==> src/rtl/countdown_timer_pkg.sv <==
// Shared constants and state encoding for the seconds countdown timer and its tick source.
// No logic; types and parameters only.
// No flow control.
package countdown_timer_pkg;

    typedef enum logic [1:0] {
        ST_IDLE  = 2'd0,
        ST_RUN   = 2'd1,
        ST_PAUSE = 2'd2,
        ST_DONE  = 2'd3
    } timer_state_t;

    // Clocks per one-second tick at 50 MHz; the tick generator uses the same value.
    localparam int TICK_HZ_CLKS    = 50_000_000;
    localparam int DEFAULT_MAX_SEC = 99;

endpackage : countdown_timer_pkg

==> src/rtl/sec_to_bcd.sv <==
// Binary seconds (0..99) to two BCD digits using a compare/subtract chain, no divider.
// Latency: combinational.
// Backpressure: none.
module sec_to_bcd #(
    parameter int W = 7
) (
    input  logic [W-1:0] bin,
    output logic [3:0]   tens,
    output logic [3:0]   ones
);

    // Internal width wide enough to hold the constant 90 even for small W.
    localparam int CW = (W > 7) ? W : 7;

    logic [CW-1:0] bin_x;
    logic [CW-1:0] diff;

    always_comb begin
        bin_x = CW'(bin);
        tens  = 4'd0;
        diff  = bin_x;
        // Ascending thresholds: the last one met decides the tens digit.
        for (int k = 1; k <= 9; k++) begin
            if (bin_x >= CW'(10 * k)) begin
                tens = 4'(k);
                diff = bin_x - CW'(10 * k);
            end
        end
        ones = 4'(diff);
    end

endmodule : sec_to_bcd

==> src/rtl/countdown_timer.sv <==
// Seconds countdown timer: load, start/pause, decrement per tick, flag expiry, BCD display digits.
// Latency: 1 clk from tick/start/pause/load to registered outputs; BCD digits combinational from remaining.
// Backpressure: none; every request is acted on or dropped in the cycle it is presented.
module countdown_timer
    import countdown_timer_pkg::*;
#(
    parameter int W       = 7,
    parameter int MAX_SEC = DEFAULT_MAX_SEC
) (
    input  logic         clk,
    input  logic         reset,
    input  logic         tick,
    input  logic         load,
    input  logic [W-1:0] load_value,
    input  logic         start,
    input  logic         pause,
    output logic [W-1:0] remaining,
    output logic [3:0]   sec_tens,
    output logic [3:0]   sec_ones,
    output logic         running,
    output logic         paused,
    output logic         done,
    output logic         expired
);

    localparam logic [W-1:0] MAX_SEC_W = W'(MAX_SEC);

    timer_state_t state;
    timer_state_t state_nxt;
    logic [W-1:0] remaining_nxt;
    logic         expired_nxt;
    logic [W-1:0] load_clamped;

    assign load_clamped = (load_value > MAX_SEC_W) ? MAX_SEC_W : load_value;

    always_ff @(posedge clk) begin
        if (reset) begin
            state     <= ST_IDLE;
            remaining <= '0;
            expired   <= 1'b0;
        end else begin
            state     <= state_nxt;
            remaining <= remaining_nxt;
            expired   <= expired_nxt;
        end
    end

    // Priority load > start > pause > tick; a request that does not apply in
    // the current state is ignored and does not block lower-priority ones.
    always_comb begin
        state_nxt     = state;
        remaining_nxt = remaining;
        expired_nxt   = 1'b0;

        if (load && (state != ST_RUN)) begin
            remaining_nxt = load_clamped;
            state_nxt     = ST_IDLE;
        end else if (start && (((state == ST_IDLE) && (remaining != '0)) || (state == ST_PAUSE))) begin
            state_nxt = ST_RUN;
        end else if (pause && (state == ST_RUN)) begin
            state_nxt = ST_PAUSE;
        end else if (tick && (state == ST_RUN)) begin
            remaining_nxt = remaining - W'(1);
            if (remaining == W'(1)) begin
                state_nxt   = ST_DONE;
                expired_nxt = 1'b1;
            end
        end
    end

    assign running = (state == ST_RUN);
    assign paused  = (state == ST_PAUSE);
    assign done    = (state == ST_DONE);

    sec_to_bcd #(
        .W (W)
    ) u_sec_to_bcd (
        .bin  (remaining),
        .tens (sec_tens),
        .ones (sec_ones)
    );

endmodule : countdown_timer

==> config.mk <==
export PLATFORM = sky130hd
export DESIGN_NAME = countdown_timer
export DESIGN_NICKNAME = d
export VERILOG_FILES = /design/src/rtl/countdown_timer_pkg.sv /design/src/rtl/sec_to_bcd.sv /design/src/rtl/countdown_timer.sv
export SDC_FILE = /design/constraint.sdc
export NUM_CORES = 1
export LEC_CHECK = 0
export ABC_AREA = 0
export BUFFER_PORTS_ARGS = -buffer_cell sky130_fd_sc_hd__buf_2
export CORE_AREA = 4 4 53 55
export CTS_BUF_LIST = sky130_fd_sc_hd__clkbuf_4
export CTS_CLUSTER_SIZE = 14
export DETAILED_ROUTE_END_ITERATION = 8
export DIE_AREA = 0 0 57 59
export PLACE_DENSITY = 0.89
export SLEW_MARGIN = 5
export SYNTH_ARGS = -nofsm -noshare
export SYNTH_HDL_FRONTEND = slang
export SYNTH_HIERARCHICAL = 1
export SYNTH_SLANG_ARGS = --single-unit
==> constraint.sdc <==
create_clock -name clk -period 5.05 [get_ports clk]
set_input_delay 0.505 -clock clk [delete_from_list [all_inputs] [get_ports clk]]
set_output_delay 0.505 -clock clk [all_outputs]
set_load 0.005 [all_outputs]
### Word level (Yosys, flattened, before mapping)

Index checks and enable logic that the tools add are counted.
W data, S select, Z words.

| operators by class | value |
|---|---|
| equal/unequal tests | 7 |
| order comparisons | 10 |
| bitwise operators | 1 |
| multiplexer cells | 28 |
| reductions and logical operators | 19 |
| add/subtract/negate cells | 10 |

Operators by type and width:

| kind | count |
|---|---|
| $mux W4 | 11 |
| $mux W7 | 5 |
| $ge A7 B6 Y1 const B | 3 |
| $ge A7 B7 Y1 const B | 3 |
| $sub A4 B4 Y4 const B | 5 |
| $ge A7 B5 Y1 const B | 2 |
| $mux W3 | 4 |
| $mux W2 | 5 |
| $sub A4 B3 Y4 const B | 2 |
| $eq A7 B1 Y1 const B | 1 |
| $ge A7 B4 Y1 const B | 1 |
| $gt A7 B7 Y1 const B | 1 |
| $reduce_bool A7 Y1 | 1 |
| $sub A7 B1 Y7 const B | 1 |
| $reduce_bool A2 Y1 | 3 |
| $reduce_bool A3 Y1 | 2 |
| $logic_and A1 B1 Y1 | 5 |
| $reduce_or A5 Y1 | 1 |
| $eq A2 B2 Y1 const B | 2 |
| $ne A2 B2 Y1 const B | 2 |
| $reduce_and A2 Y1 | 2 |
| $sub A4 B1 Y4 const B | 1 |
| $sub A4 B2 Y4 const B | 1 |
| $mux W1 | 3 |
| other kinds (8) | 8 |

| storage, ports and cells | value |
|---|---|
| input bits | 13 |
| output and inout bits | 19 |
| register bits | 10 |

### Logic depth before layout (Yosys ltp)

| depth | value |
|---|---|
| word-level depth | 10 |
| depth in mapped cells | 8 |

### Cells and area by module

The synthesis kept the hierarchy.

Modules (own cells, without submodules):

| module | cells an instance | sequential area each (µm²) | times used | area each (µm²) |
|---|---|---|---|---|
| countdown_timer | 71 | 200.2 | 1 | 643.1 |
| sec_to_bcd | 88 | 0.0 | 1 | 620.6 |

### Least setup slack after synthesis

Ideal clock, no wire load.

| path | value |
|---|---|
| path type | reg-to-output |
| start | register remaining[2] |
| end | output sec_ones[2] |
| arrival time | 2.266 ns |
| data required time | 4.545 ns |
| stages on the path, launching flop included | 9 |
| buffers on the path | 1 |
| setup slack | 2.279 ns |
| cell sequence | dfxtp_1 -> buf_2 -> inv_1 -> ha_1 -> or2b_2 -> a311oi_1 -> o21ai_1 -> a2111oi_2 -> a211o_1 |

| between the ends | value |
|---|---|
| longest elaborated chain between the ends | 10 |
| elaborated cells between the ends (all ways) | 27 |
| those cells by class | add/sub: 9; order compare: 9; mux: 9 |

Ends and longest elaborated chain:

| what | line | source |
|---|---|---|
| start: declaration | countdown_timer.sv:17 | `output logic [W-1:0] remaining,` |
| start signal: assignment | countdown_timer.sv:43 | `remaining <= remaining_nxt;` |
| $ge A7 B4 Y1 or $sub A4 B4 Y4 (tied branches) | sec_to_bcd.sv:24, sec_to_bcd.sv:26 |  |
| $mux W4 (8 in a row) | sec_to_bcd.sv:24 | `if (bin_x >= CW'(10 * k)) begin` |
| $mux W4 (*) | sec_to_bcd.sv:24 |  |
| end: declaration | countdown_timer.sv:19 | `output logic [3:0] sec_ones,` |

Mark *: on every way between the ends. The rest lies on a longest branch, timed or not.

### Worst setup path after layout

Ends and elaborated chain as after synthesis.

==> impl_metrics.tcl <==
set metrics [dict create \
    yosys.cell_types.count 59 \
    critical_path_cell_count 8 \
    postCtsSetupBuffers 0 \
    nets 209 \
    finClkSkew_ns 0.01386 \
    routed.top_layer "met4" \
    row_count 18 \
    cts_hold_buf 0 \
    via_per_inst 6.231 \
    drive_gt1_frac 0.2957 \
    drv_slew 0 \
    worstRegToRegCells 4 \
    r2r-start "remaining[3]" \
    grt_pass1_vias 1258 \
    grt.total_usage 0.2029 \
    synth_nets 181 \
    post-dp-hpwl_um 2374 \
    synth.avg_cell_area_um2 7.948 \
    setup_tns_ns 0 \
    synth_edf_count 0 \
    cp_num_buf_inv 2 \
    syn_inst 159 \
    ys_warn_count 6 \
    grt-ovfl-total 0 \
    wl_met1_um 1390 \
    power_density_mw_per_mm2 218.2 \
    clock-root-buffer "clkbuf_4" \
    wl_per_cell_um 15.00 \
    slew-limit-headroom 0.4976 \
    critical_path.cell_chain "inv_1, ha_1, or2b_2, a311oi_1, o21ai_1, a2111oi_2, a211o_1, buf_2" \
    n_antenna_cell 0 \
    arrival_ns 2.95 \
    ys.flop_type "dfxtp_1" \
    grt_pass1_wl_um 5561 \
    p_leak_nw 0.6045 \
    cp_max_fo 18 \
    setup_viol 0 \
    cts_num_sinks 10 \
    holdPathStages 2 \
    drt-total-wl_um 3240 \
    yosys.area.top_type_share 0.1584 \
    finalCritPeriodShare 0.6848 \
    outcome "finished clean" \
    path_delay_family "compound AO/OA/AOI/OAI gates" \
    ys_ff_latch 10 \
    vias 1346 \
    critPathLaunch "remaining[2]" \
    yosys-top-cells-area "dfxtp_1 (16%), ha_1 (8.9%), nand2_1 (4.5%)" \
    fmax_mhz 289.2 \
    worstSetupStartpointType "register" \
    crit_type "reg2out" \
    utilization 0.5964 \
    clock_latency_ns 0.28 \
    tightest_slew_ns 0.7525 \
    met3_length_um 238 \
    h-tree-depth 1 \
    drc 0 \
    cts_buffers 3 \
    ys_seq_area_frac 0.1584 \
    nFillCells 240 \
    setup_slack_ns 1.592 \
    drt_iter0_markers 77 \
    antenna_found_initial 0 \
    start_util 0.5294 \
    cts_resized 0 \
    hp-start "load" \
    yosysTopAreaCell "dfxtp_1" \
    worstSetupEndpointType "primary output" \
    area_growth_pct 12.67 \
    grt_max_degree 22 \
    rsz0062_at_grt "false" \
    die_h_um 59 \
    io_buffer_count 31 \
    clk_pin_slew_ns 0.08 \
    async_flop_share 0 \
    fin_crit_ns 3.458 \
    drtAntennaViolNets 0 \
    place_ws_ns 1.918 \
    met2_length_um 1519 \
    die_w_um 57 \
    crit_slowest_cell "dfxtp_1" \
    critical_path_required_ns 4.55 \
    core_area_mm2 0.002387 \
    synthesis.area_mm2 0.001264 \
    ff2ff_setup_slack_ns 3.44 \
    cts.path.max_buffers 2 \
    dieArea_mm2 0.003363 \
    detail_route.first_pass.iterations 4 \
    cts_tree "yes" \
    ir_worst_vdd_v 0.0001788 \
    ios 32 \
    gp_congestion 0.9432 \
    drv_cap 0 \
    hold_viol 0 \
    max_stage_delay_ns 0.76 \
    hold_path.class "in2reg" \
]
[cell usage after synthesis (all sizes together), types with 5 or more instances]
cell type	instances
nand2	15
nor2	14
a21oi	11
inv	11
dfxtp	10
ha	9
a211oi	8
buf	8
nor3	7
nand3	5
o21a	5
xor2	5
[area by class of cell]
| cell class | count | area (um^2) | share of cell area |
|---|---|---|---|
| clock buffer | 3 | 22.52 | 0.01582 |
| inverter | 11 | 41.29 | 0.02900 |
| sequential | 10 | 200.2 | 0.1406 |
| multi-input combinational | 130 | 963.4 | 0.6766 |
| clock inverter | 1 | 3.754 | 0.002636 |
| timing repair buffer | 31 | 155.1 | 0.1090 |
| tap | 30 | 37.54 | 0.02636 |
[per-layer routing]
layer / up-vias / global-route usage
met4: 0 / 0.09272
met2: 67 / 0.3312
met5: - / 0
met1: 618 / 0.2672
li1: 650 / -
met3: 11 / 0.02614
[state kept, by name (all words and copies together) (netlist names)]
| name | flops |
|---|---|
| remaining | 7 |
| state | 2 |
| expired | 1 |
[logic make-up after synthesis]
| family | share of synthesized area |
|---|---|
| AOI/OAI and AO/OA | 0.3337 |
| adders and majority gates | 0.08911 |
| xor gates and xnor gates | 0.04158 |
| and+or+nand+nor | 0.2980 |
| DFF | 0.1584 |
| buffers and inverters | 0.07920 |
[report_power, final]
| part | total, mW | internal [mW] | switching [mW] |
|---|---|---|---|
| combinational | 0.141 | 0.0668 | 0.0746 |
| sequential | 0.111 | 0.0848 | 0.0262 |
| clock | 0.0582 | 0.0286 | 0.0296 |
[per-stage QoR]
step                      power, mW  instances  hold WS [ns]  instance area, um^2
after floorplan              0.2085        159        0.5445                 1264
after global routing         0.3355        216        0.4475                 1424
after global placement       0.2470        212        0.6065                 1398
after detailed placement     0.2508        212        0.6067                 1398
final                        0.3107        216        0.4376                 1424
after CTS                    0.3073        216        0.4475                 1424
[worst register-to-register path, stage by stage (launching register included)]
cell       delay [ns]
dfxtp_1          0.81
nor3_1           0.15
and3_1           0.22
a211oi_1         0.25
a2111oi_1        0.07
[worst paths after layout]
check | endpoint
hold reg to reg | state[1]
hold / removal | state[1]
setup / recovery | sec_ones[2]
setup reg to reg | state[1]
[placed cells by master (no fill, tap or decap), types with 3 or more instances in the layout]
master and n:
nand3_1 5, nand2b_1 3, a211oi_1 5, inv_1 9, clkbuf_4 3, nor2_1 14
a21oi_1 11, nor3_1 6, buf_2 31, ha_1 9, o21a_1 4, nand2_1 15
xor2_1 5, a211oi_2 3, a31oi_1 3, dfxtp_1 10
Note: power is estimated with default switching activity, not from simulation.
